<file path="config.mk">
export PLATFORM = sky130hd
export DESIGN_NAME = ifetch_prefetch_flat
export DESIGN_NICKNAME = d
export VERILOG_FILES = /design/src/rtl/ifetch_prefetch_pkg.sv /design/src/rtl/ifetch_prefetch_if.sv /design/src/rtl/ifetch_prefetch_fetch_fifo.sv /design/src/rtl/ifetch_prefetch.sv /design/src/flat_wrapper.sv
export SDC_FILE = /design/constraint.sdc
export NUM_CORES = 1
export LEC_CHECK = 0
export ABC_AREA = 0
export CAP_MARGIN = 20
export CORE_MARGIN = 1
export CORE_UTILIZATION = 56
export CTS_BUF_LIST = sky130_fd_sc_hd__clkbuf_4
export CTS_CLUSTER_SIZE = 24
export DETAILED_ROUTE_END_ITERATION = 6
export GPL_ROUTABILITY_DRIVEN = 1
export PLACE_DENSITY = 0.83
export SYNTH_ARGS = -nofsm -noshare
export SYNTH_HDL_FRONTEND = slang
export SYNTH_SLANG_ARGS = --single-unit
export TNS_END_PERCENT = 20
</file>
<file path="constraint.sdc">
create_clock -name clk -period 9.2 [get_ports clk]
set_input_delay 1.38 -clock clk [delete_from_list [all_inputs] [get_ports clk]]
set_output_delay 1.38 -clock clk [all_outputs]
set_load 0.03 [all_outputs]
</file>
<file path="src/rtl/ifetch_prefetch_pkg.sv">
// Shared types and constants for the instruction fetch / prefetch slice.
package ifetch_prefetch_pkg;

  localparam int unsigned XLEN = 32;
  localparam logic [XLEN-1:0] RESET_VECTOR = 32'h0000_0000;

  typedef struct packed {
    logic [XLEN-1:0] pc;
    logic [XLEN-1:0] instr;
  } fetch_entry_t;

  localparam int unsigned ENTRY_W = $bits(fetch_entry_t);

  // Branch targets are word addresses; the low two bits are ignored.
  function automatic logic [XLEN-1:0] align_pc(input logic [XLEN-1:0] pc);
    return {pc[XLEN-1:2], 2'b00};
  endfunction

endpackage

</file>
<file path="src/rtl/ifetch_prefetch_if.sv">
// Memory-side and core-side signals of the fetch stage, grouped in one bundle.
interface ifetch_prefetch_if;
  import ifetch_prefetch_pkg::*;

  logic            imem_req;
  logic [XLEN-1:0] imem_addr;
  logic            imem_gnt;
  logic            imem_rvalid;
  logic [XLEN-1:0] imem_rdata;
  logic            redirect_valid;
  logic [XLEN-1:0] redirect_pc;
  logic            instr_valid;
  logic [XLEN-1:0] instr_data;
  logic [XLEN-1:0] instr_pc;
  logic            instr_ready;

  modport master (
    output imem_req, imem_addr,
    input  imem_gnt, imem_rvalid, imem_rdata,
    input  redirect_valid, redirect_pc,
    output instr_valid, instr_data, instr_pc,
    input  instr_ready
  );

  modport slave (
    input  imem_req, imem_addr,
    output imem_gnt, imem_rvalid, imem_rdata,
    output redirect_valid, redirect_pc,
    input  instr_valid, instr_data, instr_pc,
    output instr_ready
  );

endinterface

</file>
<file path="src/rtl/ifetch_prefetch_fetch_fifo.sv">
// Small synchronous FIFO with flush; head is visible combinationally on rdata_o.
module fetch_fifo #(
  parameter  int unsigned WIDTH = 64,
  parameter  int unsigned DEPTH = 2,
  localparam int unsigned CW    = $clog2(DEPTH + 1)
) (
  input  logic             clk,
  input  logic             rst,
  input  logic             push_i,
  input  logic [WIDTH-1:0] wdata_i,
  input  logic             pop_i,
  input  logic             flush_i,
  output logic [WIDTH-1:0] rdata_o,
  output logic             full_o,
  output logic             empty_o,
  output logic [CW-1:0]    count_o
);

  localparam int unsigned AW = $clog2(DEPTH);

  logic [WIDTH-1:0] mem_q [DEPTH];
  logic [AW-1:0]    rd_q;
  logic [AW-1:0]    wr_q;
  logic [CW-1:0]    count_q;
  logic             do_push;
  logic             do_pop;

  // A full FIFO still accepts a push when the head leaves in the same cycle.
  assign do_pop  = pop_i && (count_q != '0);
  assign do_push = push_i && ((count_q != CW'(DEPTH)) || do_pop);

  always_ff @(posedge clk or posedge rst) begin
    if (rst) begin
      rd_q    <= '0;
      wr_q    <= '0;
      count_q <= '0;
      for (int i = 0; i < int'(DEPTH); i++) begin
        mem_q[i] <= '0;
      end
    end else if (flush_i) begin
      rd_q    <= '0;
      wr_q    <= '0;
      count_q <= '0;
    end else begin
      if (do_push) begin
        mem_q[wr_q] <= wdata_i;
        wr_q        <= wr_q + AW'(1);
      end
      if (do_pop) begin
        rd_q <= rd_q + AW'(1);
      end
      count_q <= count_q + CW'(do_push) - CW'(do_pop);
    end
  end

  assign rdata_o = mem_q[rd_q];
  assign full_o  = (count_q == CW'(DEPTH));
  assign empty_o = (count_q == '0);
  assign count_o = count_q;

endmodule

</file>
<file path="src/rtl/ifetch_prefetch.sv">
// Instruction fetch stage: owns the PC, issues credit-limited word fetches and
// buffers returned words with their PCs for the core; redirects flush and refetch.
module ifetch_prefetch
  import ifetch_prefetch_pkg::*;
#(
  parameter int unsigned     DEPTH    = 2,
  parameter logic [XLEN-1:0] RESET_PC = RESET_VECTOR
) (
  input logic               clk,
  input logic               rst,
  ifetch_prefetch_if.master bus
);

  localparam int unsigned CW = $clog2(DEPTH + 1);
  localparam int unsigned SW = CW + 1;

  logic [XLEN-1:0] fetch_pc_q, fetch_pc_d;
  logic [CW-1:0]   outstanding_q, outstanding_d;
  logic [CW-1:0]   drop_q, drop_d;

  logic [CW-1:0]   buf_count, pcq_count;
  logic            buf_full, buf_empty, pcq_full, pcq_empty;
  fetch_entry_t    buf_wdata, buf_rdata;
  logic [XLEN-1:0] pcq_rdata;

  logic req_c, issue, rsp, rsp_keep, pop, redirect;

  assign redirect = bus.redirect_valid;

  // Credits count buffered words plus in-flight fetches; a pop frees one only next cycle.
  assign req_c    = !rst && !redirect &&
                    ((SW'(buf_count) + SW'(outstanding_q)) < SW'(DEPTH));
  assign issue    = req_c && bus.imem_gnt;
  assign rsp      = bus.imem_rvalid && (outstanding_q != '0);
  assign rsp_keep = rsp && (drop_q == '0);
  assign pop      = !buf_empty && bus.instr_ready;

  always_comb begin
    fetch_pc_d    = fetch_pc_q;
    outstanding_d = outstanding_q + CW'(issue) - CW'(rsp);
    drop_d        = drop_q;
    if (issue) begin
      fetch_pc_d = fetch_pc_q + 32'd4;
    end
    if (rsp && (drop_q != '0)) begin
      drop_d = drop_q - CW'(1);
    end
    // Every response still owed after this cycle belongs to the old path.
    if (redirect) begin
      fetch_pc_d = align_pc(bus.redirect_pc);
      drop_d     = outstanding_d;
    end
  end

  always_ff @(posedge clk or posedge rst) begin
    if (rst) begin
      fetch_pc_q    <= RESET_PC;
      outstanding_q <= '0;
      drop_q        <= '0;
    end else begin
      fetch_pc_q    <= fetch_pc_d;
      outstanding_q <= outstanding_d;
      drop_q        <= drop_d;
    end
  end

  assign buf_wdata = '{pc: pcq_rdata, instr: bus.imem_rdata};

  fetch_fifo #(.WIDTH(ENTRY_W), .DEPTH(DEPTH)) u_prefetch_buf (
    .clk     (clk),
    .rst     (rst),
    .push_i  (rsp_keep),
    .wdata_i (buf_wdata),
    .pop_i   (pop),
    .flush_i (redirect),
    .rdata_o (buf_rdata),
    .full_o  (buf_full),
    .empty_o (buf_empty),
    .count_o (buf_count)
  );

  // PCs of issued fetches, consumed in order as responses return (kept or dropped).
  fetch_fifo #(.WIDTH(XLEN), .DEPTH(DEPTH)) u_inflight_pcq (
    .clk     (clk),
    .rst     (rst),
    .push_i  (issue),
    .wdata_i (fetch_pc_q),
    .pop_i   (rsp),
    .flush_i (1'b0),
    .rdata_o (pcq_rdata),
    .full_o  (pcq_full),
    .empty_o (pcq_empty),
    .count_o (pcq_count)
  );

  assign bus.imem_req    = req_c;
  assign bus.imem_addr   = fetch_pc_q;
  assign bus.instr_valid = !buf_empty;
  assign bus.instr_data  = buf_rdata.instr;
  assign bus.instr_pc    = buf_rdata.pc;

  a_rsp_expected:  assert property (@(posedge clk) disable iff (rst)
                                    bus.imem_rvalid |-> (outstanding_q != '0));
  a_pcq_tracks:    assert property (@(posedge clk) disable iff (rst) pcq_count == outstanding_q);
  a_pcq_no_ovf:    assert property (@(posedge clk) disable iff (rst) !(issue && pcq_full));
  a_pcq_no_udf:    assert property (@(posedge clk) disable iff (rst) !(rsp && pcq_empty));
  a_buf_no_ovf:    assert property (@(posedge clk) disable iff (rst)
                                    !(rsp_keep && buf_full && !pop && !redirect));
  a_drop_bounded:  assert property (@(posedge clk) disable iff (rst) drop_q <= outstanding_q);

endmodule

</file>
<file path="src/flat_wrapper.sv">
// flat-port wrapper written by rule: the top's interface ports become plain ports
module ifetch_prefetch_flat import ifetch_prefetch_pkg::*;
#(
  parameter int unsigned     DEPTH    = 2,
  parameter logic [XLEN-1:0] RESET_PC = RESET_VECTOR
)
  (clk, rst, bus_imem_req, bus_imem_addr, bus_imem_gnt, bus_imem_rvalid, bus_imem_rdata, bus_redirect_valid, bus_redirect_pc, bus_instr_valid, bus_instr_data, bus_instr_pc, bus_instr_ready);
  ifetch_prefetch_if bus_i ();
  input logic clk;
  input logic rst;
  output wire logic [$bits(bus_i.imem_req)-1:0] bus_imem_req;
  output wire logic [$bits(bus_i.imem_addr)-1:0] bus_imem_addr;
  input wire logic [$bits(bus_i.imem_gnt)-1:0] bus_imem_gnt;
  input wire logic [$bits(bus_i.imem_rvalid)-1:0] bus_imem_rvalid;
  input wire logic [$bits(bus_i.imem_rdata)-1:0] bus_imem_rdata;
  input wire logic [$bits(bus_i.redirect_valid)-1:0] bus_redirect_valid;
  input wire logic [$bits(bus_i.redirect_pc)-1:0] bus_redirect_pc;
  output wire logic [$bits(bus_i.instr_valid)-1:0] bus_instr_valid;
  output wire logic [$bits(bus_i.instr_data)-1:0] bus_instr_data;
  output wire logic [$bits(bus_i.instr_pc)-1:0] bus_instr_pc;
  input wire logic [$bits(bus_i.instr_ready)-1:0] bus_instr_ready;
  assign bus_imem_req = bus_i.imem_req;
  assign bus_imem_addr = bus_i.imem_addr;
  assign bus_i.imem_gnt = bus_imem_gnt;
  assign bus_i.imem_rvalid = bus_imem_rvalid;
  assign bus_i.imem_rdata = bus_imem_rdata;
  assign bus_i.redirect_valid = bus_redirect_valid;
  assign bus_i.redirect_pc = bus_redirect_pc;
  assign bus_instr_valid = bus_i.instr_valid;
  assign bus_instr_data = bus_i.instr_data;
  assign bus_instr_pc = bus_i.instr_pc;
  assign bus_i.instr_ready = bus_instr_ready;
  ifetch_prefetch #(.DEPTH(DEPTH), .RESET_PC(RESET_PC)) u_core (.clk(clk), .rst(rst), .bus(bus_i));
endmodule
</file>
==> results by group <==
Status
  • Outcome: completed

Yosys
  • EDFF count, synth: 0
  • Synth async-reset ratio: 100%
  • Mean post-synth cell area: around 12 um2
  • Register bit total from synthesis: around 230
  • Sequential area share after synthesis: 54.9%
  • Distinct cells, synth: 54
  • Post-synthesis cell count: approximately 860
  • Cell Area, Synth: just over 10000 um2
  • Main flop type after synthesis: dfrtp_1
  • Ys Warns: 0

Placement
  • Post-Place Cells: ~1200
  • Port bufs: approximately 160
  • Routability cong.: approximately 0.79
  • DP HPWL: ~14000 um

Timing
  • F_max: between 200 and 250 MHz
  • Worst hold slack: ~0.48 ns
  • Tcrit/Tclk final: between 50% and 60%
  • # setup viols final: 0
  • Rel. slew slack: between 20% and 30%
  • Clock Skews: around 0.036 ns
  • Post-layout min period: 4.79 ns
  • Setup TNS: 0 ns
  • Worst slew pin tran: around 1.1 ns
  • RSZ-0062 raised after global routing: no
  • Slew Viols, Final: 0
  • Hold Fails Final Rpt: 0

Floorplan
  • Die area: between 15000 and 20000 um2
  • Core area: approximately 18000 um2
  • Chip width: between 100 and 150 um
  • I/O pins: 168
  • Die H: approximately 140 um
  • Starting Density: between 50 and 60%
  • # rows: 49

Setup path
  • Buffer and inverter count on the worst path: 3
  • CP Data Arrival Time: 5.37 ns
  • Worst Setup End Kind: register
  • Critical path origin: bus_redirect_valid
  • Worst R2R Path Depth: 8
  • Reg2Reg Capture Point: u_core.bus.imem_addr[5]$_DFFE_PP0P_
  • Slowest CP cell: nor2_1
  • Worst path top cell family by delay: simple AND/OR/NAND/NOR gates
  • Critical path cell sequence: clkdlybuf4s50_1 -> buf_4 -> nor4_2 -> nand2_1 -> clkinv_1 -> nor2_1 -> o21ai_0 -> o211ai_1
  • Critical Path Sink: u_core.bus.imem_addr[5]$_DFFE_PP0P_
  • Crit-path max cell delay: between 1 and 1.5 ns
  • CP Class: in -> reg
  • Worst EP required: between 9 and 10 ns
  • Reg2reg setup slack: 5.00 ns
  • Startpoint type of the worst setup path: input pin
  • Reg2reg start: u_core.u_prefetch_buf.count_o[0]$_DFF_PP0_
  • Critical Path Stages: 8
  • Highest net fanout along the worst path: 48

Final layout
  • Area Overhead vs Synth: 22.6%
  • Most frequent cells in the layout: dfrtp_1, mux2_2, clkdlybuf4s50_1
  • Commonest non-fill, non-tap cell in the layout: dfrtp_1
  • Fillers: 1323
  • # nets final: between 1000 and 1500
  • Antenna Cells: 0
  • Post-Route Utilization: between 70% and 80%
  • Fin cells: between 1000 and 1500
  • Share of layout cells above drive strength 1: between 20% and 30%

CTS
  • Reg clk slew, reported paths: ~0.060 ns
  • H-tree depth: 2
  • Clock tree from TritonCTS: built
  • CTS-repair resized insts: 0
  • Worst skew pair latency: roughly 0.68 ns
  • Cts hold-fix bufs: 0
  • Clk buf depth: 3
  • Clk root buf: clkbuf_4
  • Number of setup buffers added after CTS: 0
  • Sink Count: between 200 and 250
  • Total CTS buffers: 56

Detailed routing
  • Drt wl/cell: 17.1 um
  • TritonRoute pass-1 iters: 4
  • Antenna-violating nets left: 0
  • Vias: about 7300
  • Drt total wl: approximately 22000 um
  • Detailed-route DRC error count: 0
  • DR vias/cell: ~5.6
  • Number of DRC markers in iteration 0: ~350

Power and ir drop
  • LEAKAGE: between 0.005 and 0.006 uW
  • Peak supply drop: about 0.00023 V
  • PwrDens: 347 nW/um2

Run
  • Max Cap Violations: 0

Global routing
  • Total track usage: between 20% and 30%
  • Largest net degree at the start of global routing: 139
  • Vias in the first global route: 7411
  • First-pass GRT wire length: between 30000 and 40000 um
  • Initial antenna violation count: 0
  • Grt ovf: 0

Worst hold path
  • HP Start: u_core.u_inflight_pcq.mem_q[17]$_DFFE_PP0P_
  • Hold crit path type: reg -> reg
  • Hold path cells: 2
[final cells by class]
cell class	count	area (um2)	share of cell area, %
Clock buffer	78	586	4.64
Timing Repair Buffer	172	1710	13.5
Sequential cell	226	5660	44.8
Tap cell	229	287	2.27
Multi-Input combinational cell	565	4310	34.1
Inverter	14	60.1	0.476
Clock inverter	6	22.5	0.178
[worst min-delay path by stage]
stage	to
2_1_floorplan	u_core.u_inflight_pcq.mem_q[36]$_DFFE_PP0P_
3_3_place_gp	u_core.u_inflight_pcq.mem_q[49]$_DFFE_PP0P_
3_5_place_dp	u_core.u_inflight_pcq.mem_q[36]$_DFFE_PP0P_
4_1_cts	u_core.u_inflight_pcq.mem_q[17]$_DFFE_PP0P_
5_1_grt	u_core.u_inflight_pcq.mem_q[36]$_DFFE_PP0P_
6_report	u_core.u_inflight_pcq.mem_q[17]$_DFFE_PP0P_
[metal layers]
layer  wire length (um)  global-route usage, %  part of all wire (%)
met1               9890                   33.0                    45
met2              10300                   37.7                    47
met3               1440                   4.64                   6.5
met4                427                   9.46                   1.9
met5                  0                      0                     0
[logic make-up (layout without fill, tap and decap cells)]
| family | after synthesis | after routing | synth area share [%] |
|---|---|---|---|
| adders and majority gates | 9 | 9 | 1.17 |
| and+or+nand+nor | 203 | 203 | 9.53 |
| xor gates and xnor gates | 11 | 11 | 0.936 |
| AOI/OAI and AO/OA | 127 | 127 | 7.25 |
| other | 1 | 4 | 0.0364 |
| muxes | 211 | 211 | 22.7 |
| DFF | 226 | 226 | 54.9 |
| buffers and inverters | 70 | 270 | 3.46 |
[flip-flops by register name (all words and copies together) (netlist names)]
signal,cells
u_core.u_prefetch_buf.mem_q,124
u_core.bus.imem_addr,30
u_core.drop_q,2
u_core.u_inflight_pcq.wr_q,1
u_core.u_inflight_pcq.count_o,2
u_core.outstanding_q,2
u_core.u_prefetch_buf.count_o,2
u_core.u_prefetch_buf.wr_q,1
u_core.u_inflight_pcq.rd_q,1
u_core.u_prefetch_buf.rd_q,1
u_core.u_inflight_pcq.mem_q,60
[report_power, final]
part	switching [uW]	internal, uW
Combinational	1010	951
Sequential	254	1420
Clock	365	381
[metrics by stage]
stage / area [um2] / total power [uW] / setup slack, ns
final: 12600 / 4380 / 4.41
after global routing: 12600 / 4670 / 4.17
after CTS: 12600 / 4420 / 4.53
after detailed placement: 12000 / 3660 / 3.83
after global placement: 12000 / 3600 / 3.92
after floorplan: 10300 / 2990 / 1.63
[cells in the mapped netlist (5+ instances only)]
cell type / count / share of area (%)
a21oi_1: 62 / 3.0
and2_1: 5 / 0.30
and3_1: 6 / 0.36
buf_1: 8 / 0.29
buf_2: 21 / 1.0
buf_4: 6 / 0.44
clkbuf_1: 15 / 0.55
dfrtp_1: 226 / 55
ha_1: 8 / 0.97
inv_1: 13 / 0.47
mux2_2: 180 / 20
mux2i_1: 31 / 3.0
nand2_1: 51 / 1.9
nand3_1: 24 / 1.2
nand4_1: 7 / 0.43
nor2_1: 81 / 3.0
o211ai_1: 8 / 0.58
o21ai_0: 32 / 1.6
xnor2_1: 7 / 0.60
[worst min-delay path, stage by stage (launching register included)]
cell     delay [ns]
dfrtp_1        0.34
nand2_1        0.04
o21ai_0        0.06
Note: power is estimated with default switching activity, not from simulation.
